**config.mk**
```make
export PLATFORM = sky130hd
export DESIGN_NAME = freq_word_loader
export DESIGN_NICKNAME = d
export VERILOG_FILES = /design/src/rtl/freq_word_loader.sv
export SDC_FILE = /design/constraint.sdc
export NUM_CORES = 1
export LEC_CHECK = 0
export BUFFER_PORTS_ARGS = -buffer_cell sky130_fd_sc_hd__buf_4
export CAP_MARGIN = 20
export CORE_MARGIN = 1
export CORE_UTILIZATION = 40
export DETAILED_ROUTE_END_ITERATION = 6
export PLACE_DENSITY = 0.68
export SYNTH_ARGS = -nofsm -noshare
export SYNTH_HDL_FRONTEND = slang
export SYNTH_SLANG_ARGS = --single-unit
```
**constraint.sdc**
```tcl
create_clock -name clk -period 3.88 [get_ports clk]
set_input_delay 0.194 -clock clk [delete_from_list [all_inputs] [get_ports clk]]
set_output_delay 0.194 -clock clk [all_outputs]
set_load 0.02 [all_outputs]
```
**src/rtl/freq_word_loader.sv**
```systemverilog
// Serial programming master: takes a parallel frequency word on a valid/ready
// handshake and shifts it MSB first over an sclk/sdata/en three-wire link.
module freq_word_loader #(
  parameter int WIDTH   = 9,
  parameter int CLK_DIV = 2
) (
  input  logic             clk,
  input  logic             rst,
  input  logic [WIDTH-1:0] word_in,
  input  logic             valid,
  output logic             ready,
  output logic             sclk,
  output logic             sdata,
  output logic             en,
  output logic             done
);

  localparam int DIV_W = $clog2(CLK_DIV + 1);
  localparam int BIT_W = $clog2(WIDTH + 1);
  localparam logic [DIV_W-1:0] DIV_LOAD = DIV_W'(CLK_DIV - 1);
  localparam logic [BIT_W-1:0] LAST_BIT = BIT_W'(WIDTH - 1);

  typedef enum logic [2:0] {
    IDLE  = 3'd0,
    LEAD  = 3'd1,
    HI    = 3'd2,
    LO    = 3'd3,
    TRAIL = 3'd4
  } state_t;

  state_t             state_reg, state_next;
  logic [WIDTH-1:0]   shift_reg, shift_next;
  logic [DIV_W-1:0]   div_reg, div_next;
  logic [BIT_W-1:0]   bit_reg, bit_next;
  logic               sclk_reg, sclk_next;
  logic               sdata_reg, sdata_next;
  logic               en_reg, en_next;
  logic               done_reg, done_next;
  logic               tick;

  always_ff @(posedge clk or posedge rst) begin
    if (rst) begin
      state_reg <= IDLE;
      shift_reg <= '0;
      div_reg   <= '0;
      bit_reg   <= '0;
      sclk_reg  <= 1'b0;
      sdata_reg <= 1'b0;
      en_reg    <= 1'b0;
      done_reg  <= 1'b0;
    end else begin
      state_reg <= state_next;
      shift_reg <= shift_next;
      div_reg   <= div_next;
      bit_reg   <= bit_next;
      sclk_reg  <= sclk_next;
      sdata_reg <= sdata_next;
      en_reg    <= en_next;
      done_reg  <= done_next;
    end
  end

  // Each phase lasts CLK_DIV cycles: the divider is loaded with CLK_DIV-1 on
  // every state change and the phase ends on the cycle it reads zero.
  assign tick = (div_reg == '0);

  always_comb begin
    state_next = state_reg;
    shift_next = shift_reg;
    div_next   = div_reg;
    bit_next   = bit_reg;
    sclk_next  = sclk_reg;
    sdata_next = sdata_reg;
    en_next    = en_reg;
    done_next  = 1'b0;

    case (state_reg)
      IDLE: begin
        if (valid) begin
          state_next = LEAD;
          shift_next = word_in;
          bit_next   = '0;
          div_next   = DIV_LOAD;
          en_next    = 1'b1;
          sclk_next  = 1'b0;
          sdata_next = word_in[WIDTH-1];
        end
      end
      LEAD: begin
        if (tick) begin
          state_next = HI;
          sclk_next  = 1'b1;
          div_next   = DIV_LOAD;
        end else begin
          div_next = div_reg - DIV_W'(1);
        end
      end
      HI: begin
        if (tick) begin
          sclk_next = 1'b0;
          div_next  = DIV_LOAD;
          if (bit_reg < LAST_BIT) begin
            // New bit goes out on the falling sclk edge, a full half-period
            // ahead of the receiver's next sampling edge.
            state_next = LO;
            bit_next   = bit_reg + BIT_W'(1);
            shift_next = {shift_reg[WIDTH-2:0], shift_reg[WIDTH-1]};
            sdata_next = shift_reg[WIDTH-2];
          end else begin
            state_next = TRAIL;
          end
        end else begin
          div_next = div_reg - DIV_W'(1);
        end
      end
      LO: begin
        if (tick) begin
          state_next = HI;
          sclk_next  = 1'b1;
          div_next   = DIV_LOAD;
        end else begin
          div_next = div_reg - DIV_W'(1);
        end
      end
      TRAIL: begin
        if (tick) begin
          state_next = IDLE;
          div_next   = DIV_LOAD;
          en_next    = 1'b0;
          sdata_next = 1'b0;
          done_next  = 1'b1;
        end else begin
          div_next = div_reg - DIV_W'(1);
        end
      end
      default: begin
        state_next = IDLE;
        en_next    = 1'b0;
        sclk_next  = 1'b0;
        sdata_next = 1'b0;
      end
    endcase
  end

  assign ready = (state_reg == IDLE);
  assign sclk  = sclk_reg;
  assign sdata = sdata_reg;
  assign en    = en_reg;
  assign done  = done_reg;

endmodule

```
==> flow_metrics.env, run 1 <==
export IMPL_drtIter0Drc=21
export IMPL_final_setup_viol_count=0
export IMPL_cts_tree="done"
export IMPL_worstSetupPathType="reg2reg"
export IMPL_relSlewSlack_pct=46.4
export IMPL_hold_viol=0
export IMPL_skew_ps=9.77
export IMPL_p_seq_share_pct=43.6
export IMPL_drt_total_wl_um=2160
export IMPL_clockPowerShare_pct=12.2
export IMPL_nets=137
export IMPL_viasPerCell=5.70
export IMPL_grt_pass1_vias=866
export IMPL_clk_latency_ps=320
export IMPL_drive_gt1_share_pct=33.3
export IMPL_tns_ps=0
export IMPL_synth_edff_count=0
export IMPL_pwr_share_comb_pct=44.2
export IMPL_ys_flop_type="dfrtp_1"
export IMPL_powerDensity_mw_per_mm2=795
export IMPL_critPathLaunchType="flop"
export IMPL_largest_register_ffs=9
export IMPL_syn_inst=110
export IMPL_fin_ws_ps=1780
export IMPL_p_int_mw=0.645
export IMPL_die_w_um=56.4
export IMPL_rows=19
export IMPL_worstPathRequired_ps=4090
export IMPL_critPathArrivalTime_ps=2310
export IMPL_ioPinCount=17
export IMPL_final_cell_mix="22 x dfrtp_1, 16 x mux2_2, 16 x buf_4"
export IMPL_tightest_slew_ps=803
export IMPL_wire_per_inst_um=14.0
export IMPL_max_vdd_ir_drop_mv=0.431
export IMPL_place_gp_congestion=0.854
export IMPL_ys_seq_area_share_pct=46.5
export IMPL_p_sw_mw=0.416
export IMPL_post_route_period_util_pct=54.2
export IMPL_synth_avg_cell_area_um2=10.8
export IMPL_sw_frac_of_total_pct=39.2
export IMPL_clkTransAtPathRegs_ps=130
export IMPL_htreeDepth=1
export IMPL_synthToLayoutAreaGrowth_pct=12.7
export IMPL_hold_buffers=0
export IMPL_start_util_pct=42.6
export IMPL_status="completed"
export IMPL_crit_path_max_fanout=23
export IMPL_synth_top_area_share_pct=46.5
export IMPL_cts_resized=0
export IMPL_hold_path_class="in2async"
export IMPL_core_area_mm2=0.00278
export IMPL_cts_root_buf="clkbuf_4"
export IMPL_fillers=255
export IMPL_grt_ovfl_total=0
export IMPL_max_cap_viol_count=0
export IMPL_r2r_slack_ps=1780
export IMPL_die_y_um=56.4
export IMPL_yosysWarnings=0
export IMPL_drcViolationCount=0
export IMPL_n_antenna_cell=0
export IMPL_cellLeakagePower_nw=0.594
export IMPL_ys_ff_latch=22
export IMPL_cp_end_kind="flop"
export IMPL_reg2reg_depth=3
export IMPL_die_area_mm2=0.00318
export IMPL_syn_area_mm2=0.00118
export IMPL_hpwl_um=1530
export IMPL_final_common_cell="dfrtp_1"
export IMPL_totalPowerFinal_mw=1.06
export IMPL_dpl_worst_slack_ps=1780
export IMPL_ys_top_cells_by_area="dfrtp_1 46%, mux2_2 15%, o21ai_0 3.4%"
export IMPL_synth_fp_nets=123
export IMPL_rsz0062_at_grt="no"
export IMPL_ant_nets=0
export IMPL_fmax_ghz=0.475
export IMPL_worst_hold_slack_ps=14.1
export IMPL_dr_pass1_iters=4
export IMPL_grt_pass1_wl_um=3920
export IMPL_grt_max_degree=24
export IMPL_antenna_found_initial=0
export IMPL_grtUsageTotal_pct=16.1
export IMPL_synthArstFlopShare_pct=100
export IMPL_numPortBuffers=16
export IMPL_cts_buffers=3
export IMPL_post_cts_buffers=0
export IMPL_slew_viol_final=0
export IMPL_vias=878
export IMPL_yosysUniqueCellTypes=33
export IMPL_synth_area_leader_cell="dfrtp_1"
export IMPL_clock_sinks=22
export IMPL_fin_crit_ps=2100
export IMPL_cts_path_max_buffers=2
## final cells by class
cell class / count / area [um2] / area share [%]
inverter: 7 / 26.3 / 1.97
sequential: 22 / 551 / 41.2
tap: 31 / 38.8 / 2.91
timing repair buffer: 16 / 120 / 9.00
clock buffer: 4 / 36.3 / 2.72
multi-input combinational: 74 / 563 / 42.2
## Yosys cell counts (2+ instances only)
cell type / instances
a31oi_1: 2
inv_1: 7
dfrtp_1: 22
clkbuf_1: 4
nand2_1: 4
nor2_1: 5
nor2b_1: 2
mux2_2: 16
o2bb2ai_1: 3
o21a_1: 3
mux2i_1: 2
nor3_1: 5
buf_6: 2
a21oi_1: 4
or2_2: 3
and3_1: 2
o21ai_0: 8
## stage by stage
step                      instances  area, um2  util (%)
final                           154       1340      48.0
after global routing            154       1340      48.0
after CTS                       154       1340      48.0
after detailed placement        150       1300      46.7
after global placement          150       1300      46.7
after floorplan                 110       1180         -
## cells by family after synthesis
group,count (synthesis),synth area share (%)
simple gates,28,14.0
buf+inv,14,6.02
mux,18,16.9
flops,22,46.5
compound gates,27,15.5
fa+ha+maj,1,1.06
## routing by layer
| metal | track usage [%] | routed length [um] | vias to the layer above |
|---|---|---|---|
| met2 | 25.4 | 991 | 26 |
| met3 | 5.99 | 130 | 5 |
| met4 | 7.67 | 44 | 0 |
| li1 | - | - | 426 |
| met1 | 19.5 | 995 | 421 |
| met5 | 0 | 0 | - |
## power by group through the flow
stage | clock [mW] | combinational (mW) | sequential, mW
detailed placement | 0 | 0.471 | 0.466
global route | 0.146 | 0.524 | 0.485
finish | 0.130 | 0.469 | 0.463
CTS | 0.133 | 0.474 | 0.461
global placement | 0 | 0.459 | 0.464
floorplan | 0 | 0.438 | 0.407
## worst max-delay path, stage by stage, from the launching register on
cell and delay, ps:
dfrtp_1 800, nor4b_4 360, o21a_1 450, mux2_2 390
## final timing paths
path	endpoint	from
max	shift_reg[5]$_DFFE_PP0P_	state_reg[1]$_DFFE_PP0P_
min	state_reg[1]$_DFFE_PP0P_	rst
max reg2reg	shift_reg[5]$_DFFE_PP0P_	state_reg[1]$_DFFE_PP0P_
min reg2reg	en$_DFFE_PP0P_	en$_DFFE_PP0P_
max in group asynchronous	bit_reg[2]$_DFFE_PP0P_	rst
min in group clk	bit_reg[3]$_DFFE_PP0P_	valid
(Power assumes the default switching activity.)
==> run 2: changes to the inputs <==
--- a/config.mk
+++ b/config.mk
@@ -5,12 +5,13 @@
 export SDC_FILE = /design/constraint.sdc
 export NUM_CORES = 1
 export LEC_CHECK = 0
+export ABC_AREA = 1
 export BUFFER_PORTS_ARGS = -buffer_cell sky130_fd_sc_hd__buf_4
 export CAP_MARGIN = 20
 export CORE_MARGIN = 1
 export CORE_UTILIZATION = 40
 export DETAILED_ROUTE_END_ITERATION = 6
-export PLACE_DENSITY = 0.68
+export PLACE_DENSITY = 0.7
 export SYNTH_ARGS = -nofsm -noshare
 export SYNTH_HDL_FRONTEND = slang
 export SYNTH_SLANG_ARGS = --single-unit
==> constraint.sdc (replaced) <==
create_clock -name clk -period 1.7 [get_ports clk]
set_input_delay 0.085 -clock clk [delete_from_list [all_inputs] [get_ports clk]]
set_output_delay 0.085 -clock clk [all_outputs]
set_load 0.02 [all_outputs]
==> run 2 against run 1 <==
- maximum frequency grew 44%
- global-route usage is 0.078 points lower
- combinational power grew to 2.6 times the previous value
- wire length is 5.0% higher
- clock skew increased by 2.9 ps
- flip-flop and latch count unchanged
- power increased by 120%
- cell count increased by 32%
- sequential share of layout area decreased by 1.1 points
- largest cell class is now registers
==> flow_metrics.env, run 2 <==
export IMPL_post_cts_buffers=0
export IMPL_die_area_mm2=0.00315
export IMPL_clkTransAtPathRegs_ps=130
export IMPL_die_y_um=56.1
export IMPL_busiest_layer="met2"
export IMPL_slew_viol_final=0
export IMPL_synthToLayoutAreaGrowth_pct=17.0
export IMPL_synth_area_leader_cell="dfrtp_1"
export IMPL_syn_inst=153
export IMPL_tightest_slew_ps=291
export IMPL_dr_pass1_iters=4
export IMPL_synth_fp_nets=166
export IMPL_fin_area_mm2=0.00137
export IMPL_status="completed"
export IMPL_drt_total_wl_um=2270
export IMPL_grt_max_degree=23
export IMPL_rsz0062_at_grt="no"
export IMPL_viasPerCell=4.94
export IMPL_ioPinCount=17
export IMPL_yosysUniqueCellTypes=21
export IMPL_totalPowerFinal_mw=2.36
export IMPL_drcViolationCount=0
export IMPL_grtUsageTotal_pct=16.1
export IMPL_hold_buffers=1
export IMPL_ys_ff_latch=22
export IMPL_numPortBuffers=16
export IMPL_grt_util_met2_pct=28.2
export IMPL_post_route_period_util_pct=86.2
export IMPL_use_met1_pct=19.0
export IMPL_cts_path_max_buffers=2
export IMPL_crit_family="flip-flops"
export IMPL_utilization_pct=49.7
export IMPL_ys_top_cells_by_count="53 x nand2_1, 22 x dfrtp_1, 20 x inv_1"
export IMPL_max_vdd_ir_drop_mv=0.928
export IMPL_skew_ps=12.7
export IMPL_critPathArrivalTime_ps=1700
export IMPL_vias=1007
export IMPL_core_area_mm2=0.00276
export IMPL_max_cap_viol_count=0
export IMPL_ys_seq_area_share_pct=47.0
export IMPL_clock_sinks=22
export IMPL_synthArstFlopShare_pct=100
export IMPL_dpl_worst_slack_ps=267
export IMPL_cellLeakagePower_nw=0.754
export IMPL_place_gp_congestion=0.879
export IMPL_worstPathRequired_ps=1940
export IMPL_grtUsageMet3_pct=4.19
export IMPL_cts_tree="done"
export IMPL_grt_ovfl_total=0
export IMPL_synth_avg_cell_area_um2=7.66
export IMPL_cts_root_buf="clkbuf_4"
export IMPL_cts_resized=0
export IMPL_fillers=274
export IMPL_cp_end_kind="flop"
export IMPL_hpwl_um=1660
export IMPL_crit_path_cell_trace="nor2_4 > nand2_1 > buf_4 > o21ai_0 > nand2_1 > o21ai_1"
export IMPL_clk_latency_ps=310
export IMPL_largest_register_ffs=9
export IMPL_critPathSlowestCell="dfrtp_1"
export IMPL_hold_path_class="in2reg"
export IMPL_start_util_pct=42.5
export IMPL_synth_most_common_cell="nand2_1"
export IMPL_fin_ws_ps=235
export IMPL_final_setup_viol_count=0
export IMPL_synth_top_area_share_pct=47.0
export IMPL_slowest_delay_ps=450
export IMPL_grt_pass1_wl_um=4000
export IMPL_tns_ps=0
export IMPL_fmax_ghz=0.683
export IMPL_path_buf_inv=1
export IMPL_worstSetupPathType="reg2reg"
export IMPL_final_cell_mix="53 x nand2_1, 22 x dfrtp_1, 20 x inv_1"
export IMPL_syn_area_mm2=0.00117
export IMPL_path_common_cell="nand2_1"
export IMPL_nets=187
export IMPL_n_antenna_cell=0
export IMPL_die_w_um=56.1
export IMPL_ys_top_cells_by_area="dfrtp_1 47%, nand2_1 17%, o21ai_0 6.8%"
export IMPL_fin_crit_ps=1460
export IMPL_ant_nets=0
export IMPL_hold_viol=0
export IMPL_antenna_found_initial=0
export IMPL_relSlewSlack_pct=80.6
export IMPL_htreeDepth=1
export IMPL_rows=19
export IMPL_dpl_cell_area_mm2=0.00133
export IMPL_cts_buffers=3
export IMPL_ys_flop_type="dfrtp_1"
export IMPL_final_common_cell="nand2_1"
export IMPL_drive_gt1_share_pct=16.8
export IMPL_powerDensity_mw_per_mm2=1720
export IMPL_critPathLaunchType="flop"
export IMPL_grt_pass1_vias=932
export IMPL_drtIter0Drc=24
export IMPL_wire_per_inst_um=11.1
export IMPL_synth_edff_count=0
export IMPL_crit_path_max_fanout=17
export IMPL_yosysWarnings=0
==> run 2: final cells by class <==
type	count	area, um2	area share, %
well taps	31	38.8	2.83
multi-input cells	107	522	38.0
clock buffers	4	36.3	2.65
repair buffers	19	145	10.6
flip-flops and latches	22	551	40.1
inverters	21	78.8	5.75
==> run 2: through the flow <==
step	hold WS [ps]	instances
after detailed placement	150	199
after CTS	54.7	204
after global placement	143	199
final	68.6	204
after floorplan	74.2	153
after global routing	71.1	204
==> run 2: cells by family after synthesis <==
kind of cell	count (synthesis)	share of synthesized area (%)
adders and majority gates	1	1.07
and+or+nand+nor	78	29.9
AOI/OAI and AO/OA	27	12.8
buffers and inverters	24	8.54
xor gates and xnor gates	1	0.747
DFF	22	47.0
==> run 2: power breakdown <==
part / internal [mW] / leakage (nW) / switching [mW]
Combinational: 0.427 / 0.452 / 0.805
Sequential: 0.720 / 0.281 / 0.119
Clock: 0.131 / 0.0210 / 0.162
Total: 1.28 / 0.754 / 1.09
==> run 2: final timing paths <==
| path | slack [ps] | cells past startpoint | endpoint | start |
|---|---|---|---|---|
| worst max-delay path | 240 | 6 | shift_reg[6]$_DFFE_PP0P_ | state_reg[2]$_DFFE_PP0P_ |
| max in group asynchronous | 1110 | 4 | bit_reg[1]$_DFFE_PP0P_ | rst |
| worst max register to register | 240 | 6 | shift_reg[6]$_DFFE_PP0P_ | state_reg[2]$_DFFE_PP0P_ |
| min in group asynchronous | 360 | 4 | shift_reg[8]$_DFFE_PP0P_ | rst |
| worst min register to register | 490 | 2 | en$_DFFE_PP0P_ | en$_DFFE_PP0P_ |
| worst min-delay path | 70 | 3 | en$_DFFE_PP0P_ | valid |
==> run 2: tightest hold or removal path, cell delays in order <==
cell	delay (ps)
buf_4	90
nand2_1	100
nand2_1	80
==> run 2: layer usage <==
| metal | routed length [um] | part of all wire, % | vias up |
|---|---|---|---|
| met5 | 0 | 0 | - |
| met4 | 18 | 0.79 | 0 |
| met3 | 70 | 3.1 | 2 |
| met2 | 1060 | 47 | 18 |
| met1 | 1120 | 49 | 460 |
| li1 | - | - | 527 |
==> run 3: changes to the inputs <==
--- a/config.mk
+++ b/config.mk
@@ -11,7 +11,9 @@
 export CORE_MARGIN = 1
 export CORE_UTILIZATION = 40
 export DETAILED_ROUTE_END_ITERATION = 6
-export PLACE_DENSITY = 0.7
+export PLACE_DENSITY_LB_ADDON = 0.2
+export RECOVER_POWER = 25
+export SLEW_MARGIN = 20
 export SYNTH_ARGS = -nofsm -noshare
 export SYNTH_HDL_FRONTEND = slang
 export SYNTH_SLANG_ARGS = --single-unit
==> run 3 against run 2 <==
- non-clock buffer count grew 1
- clock-buffer cell count shrank 1
- first-iteration DRC count grew 4.2%
- sequential share of layout area grew 0.26 points
- worst setup slack gained 49 ps
- design area shrank 0.64%
- sequential power is essentially flat
- combinational power is essentially flat
- largest power group unchanged
- maximum frequency grew 3.4%
==> flow_metrics.env, run 3 (synthesis gave the netlist of run 2 again) <==
export IMPL_relSlewSlack_pct=63.8
export IMPL_die_area_mm2=0.00315
export IMPL_critPathSlowestCell="dfrtp_1"
export IMPL_final_common_cell="nand2_1"
export IMPL_utilization_pct=49.4
export IMPL_clkTransAtPathRegs_ps=120
export IMPL_crit_family="flip-flops"
export IMPL_numPortBuffers=16
export IMPL_largest_register_ffs=9
export IMPL_htreeDepth=1
export IMPL_grt_pass1_wl_um=4150
export IMPL_place_gp_congestion=0.829
export IMPL_post_route_period_util_pct=83.3
export IMPL_nets=188
export IMPL_hold_viol=0
export IMPL_slowest_delay_ps=450
export IMPL_cts_buffers=3
export IMPL_vias=981
export IMPL_fin_crit_ps=1420
export IMPL_cp_end_kind="primary output"
export IMPL_ioPinCount=17
export IMPL_clock_sinks=22
export IMPL_fin_ws_ps=284
export IMPL_fmax_ghz=0.706
export IMPL_powerDensity_mw_per_mm2=1700
export IMPL_clk_latency_ps=300
export IMPL_crit_path_max_fanout=5
export IMPL_max_vdd_ir_drop_mv=0.973
export IMPL_drt_total_wl_um=2200
export IMPL_tns_ps=0
export IMPL_cellLeakagePower_nw=0.751
export IMPL_grt_ovfl_total=0
export IMPL_start_util_pct=42.5
export IMPL_dp_cells=200
export IMPL_core_area_mm2=0.00276
export IMPL_hold_path_class="in2reg"
export IMPL_worstSetupPathType="reg2out"
export IMPL_layout_cells_non_filler=204
export IMPL_cts_tree="done"
export IMPL_n_antenna_cell=0
export IMPL_slew_viol_final=0
export IMPL_wire_per_inst_um=10.8
export IMPL_drtIter0Drc=25
export IMPL_drcViolationCount=0
export IMPL_totalPowerFinal_mw=2.32
export IMPL_max_cap_viol_count=0
export IMPL_tightest_slew_ps=543
export IMPL_dpl_worst_slack_ps=327
export IMPL_dr_pass1_iters=4
export IMPL_ant_nets=0
export IMPL_cts_root_buf="clkbuf_4"
export IMPL_die_w_um=56.1
export IMPL_rows=19
export IMPL_drive_gt1_share_pct=16.8
export IMPL_crit_path_cell_trace="nor2_4 > buf_4 > inv_1 > nor2_1 > buf_4"
export IMPL_cts_path_max_buffers=2
export IMPL_grt_pass1_vias=1005
export IMPL_grt_max_degree=23
export IMPL_critPathLaunchType="flop"
export IMPL_final_setup_viol_count=0
export IMPL_path_buf_inv=3
export IMPL_viasPerCell=4.81
export IMPL_r2r_slack_ps=300
export IMPL_final_cell_mix="53 x nand2_1, 22 x dfrtp_1, 20 x inv_1"
export IMPL_status="completed"
export IMPL_grtUsageTotal_pct=16.7
export IMPL_rsz0062_at_grt="no"
export IMPL_critPathArrivalTime_ps=1330
export IMPL_die_y_um=56.1
export IMPL_worstPathRequired_ps=1620
export IMPL_antenna_found_initial=0
export IMPL_hpwl_um=1680
export IMPL_synthToLayoutAreaGrowth_pct=16.2
export IMPL_skew_ps=9.84
export IMPL_path_common_cell="buf_4"
-- run 3: changes by cell type in the layout (fill, tap and decap cells not counted) --
cell      before  now
buf_4         18   17
clkbuf_2       0    1
clkbuf_4       3    4
clkbuf_8       1    0
-- run 3: area by class of cell --
class,count,area [um2]
Multi-Input combinational cell,107,522
Sequential cell,22,551
Timing Repair Buffer,20,150
Tap cell,31,38.8
Clock buffer,3,22.5
Inverter,21,78.8
Fill cell,283,1400
-- run 3: layer usage --
metal | wire, um | GRT usage [%]
met2 | 991 | 27.2
met3 | 76 | 2.56
met5 | 0 | 0
met1 | 1120 | 22.2
met4 | 16 | 6.62
-- run 3: path summary, 6_finish.rpt --
check / from / endpoint / depth (start not counted)
setup / recovery: state_reg[2]$_DFFE_PP0P_ / ready / 5
hold / removal: word_in[7] / shift_reg[7]$_DFFE_PP0P_ / 5
setup reg to reg: state_reg[0]$_DFFE_PP0P_ / shift_reg[8]$_DFFE_PP0P_ / 7
hold reg to reg: en$_DFFE_PP0P_ / en$_DFFE_PP0P_ / 2
max in group asynchronous: rst / shift_reg[3]$_DFFE_PP0P_ / 4
min in group asynchronous: rst / state_reg[0]$_DFFE_PP0P_ / 4
-- run 3: through the flow --
step	instance area (um2)	hold slack [ps]
final	1360	86.3
after global routing	1360	91.7
after CTS	1370	79.9
after detailed placement	1330	154
after global placement	1330	145
after floorplan	1170	74.2
-- run 3: timing repair --
action | in CTS | in global routing
setup buffers | 0 | 0
hold endpoints to repair | 22 | 0
hold buffers | 1 | 0
gates resized for setup | 0 | 0
-- run 3: worst min-delay path, cell delays in order --
cell and delay, ps:
buf_4 80, nand2_1 40, o21ai_0 60, nand2_1 50, nand2_1 50
-- run 3: power breakdown --
part	leakage, nW	internal (mW)	switching [mW]	total, mW
clock network	0.0138	0.0825	0.145	0.228
registers	0.281	0.720	0.120	0.840
logic	0.456	0.442	0.810	1.25
total	0.751	1.24	1.08	2.32
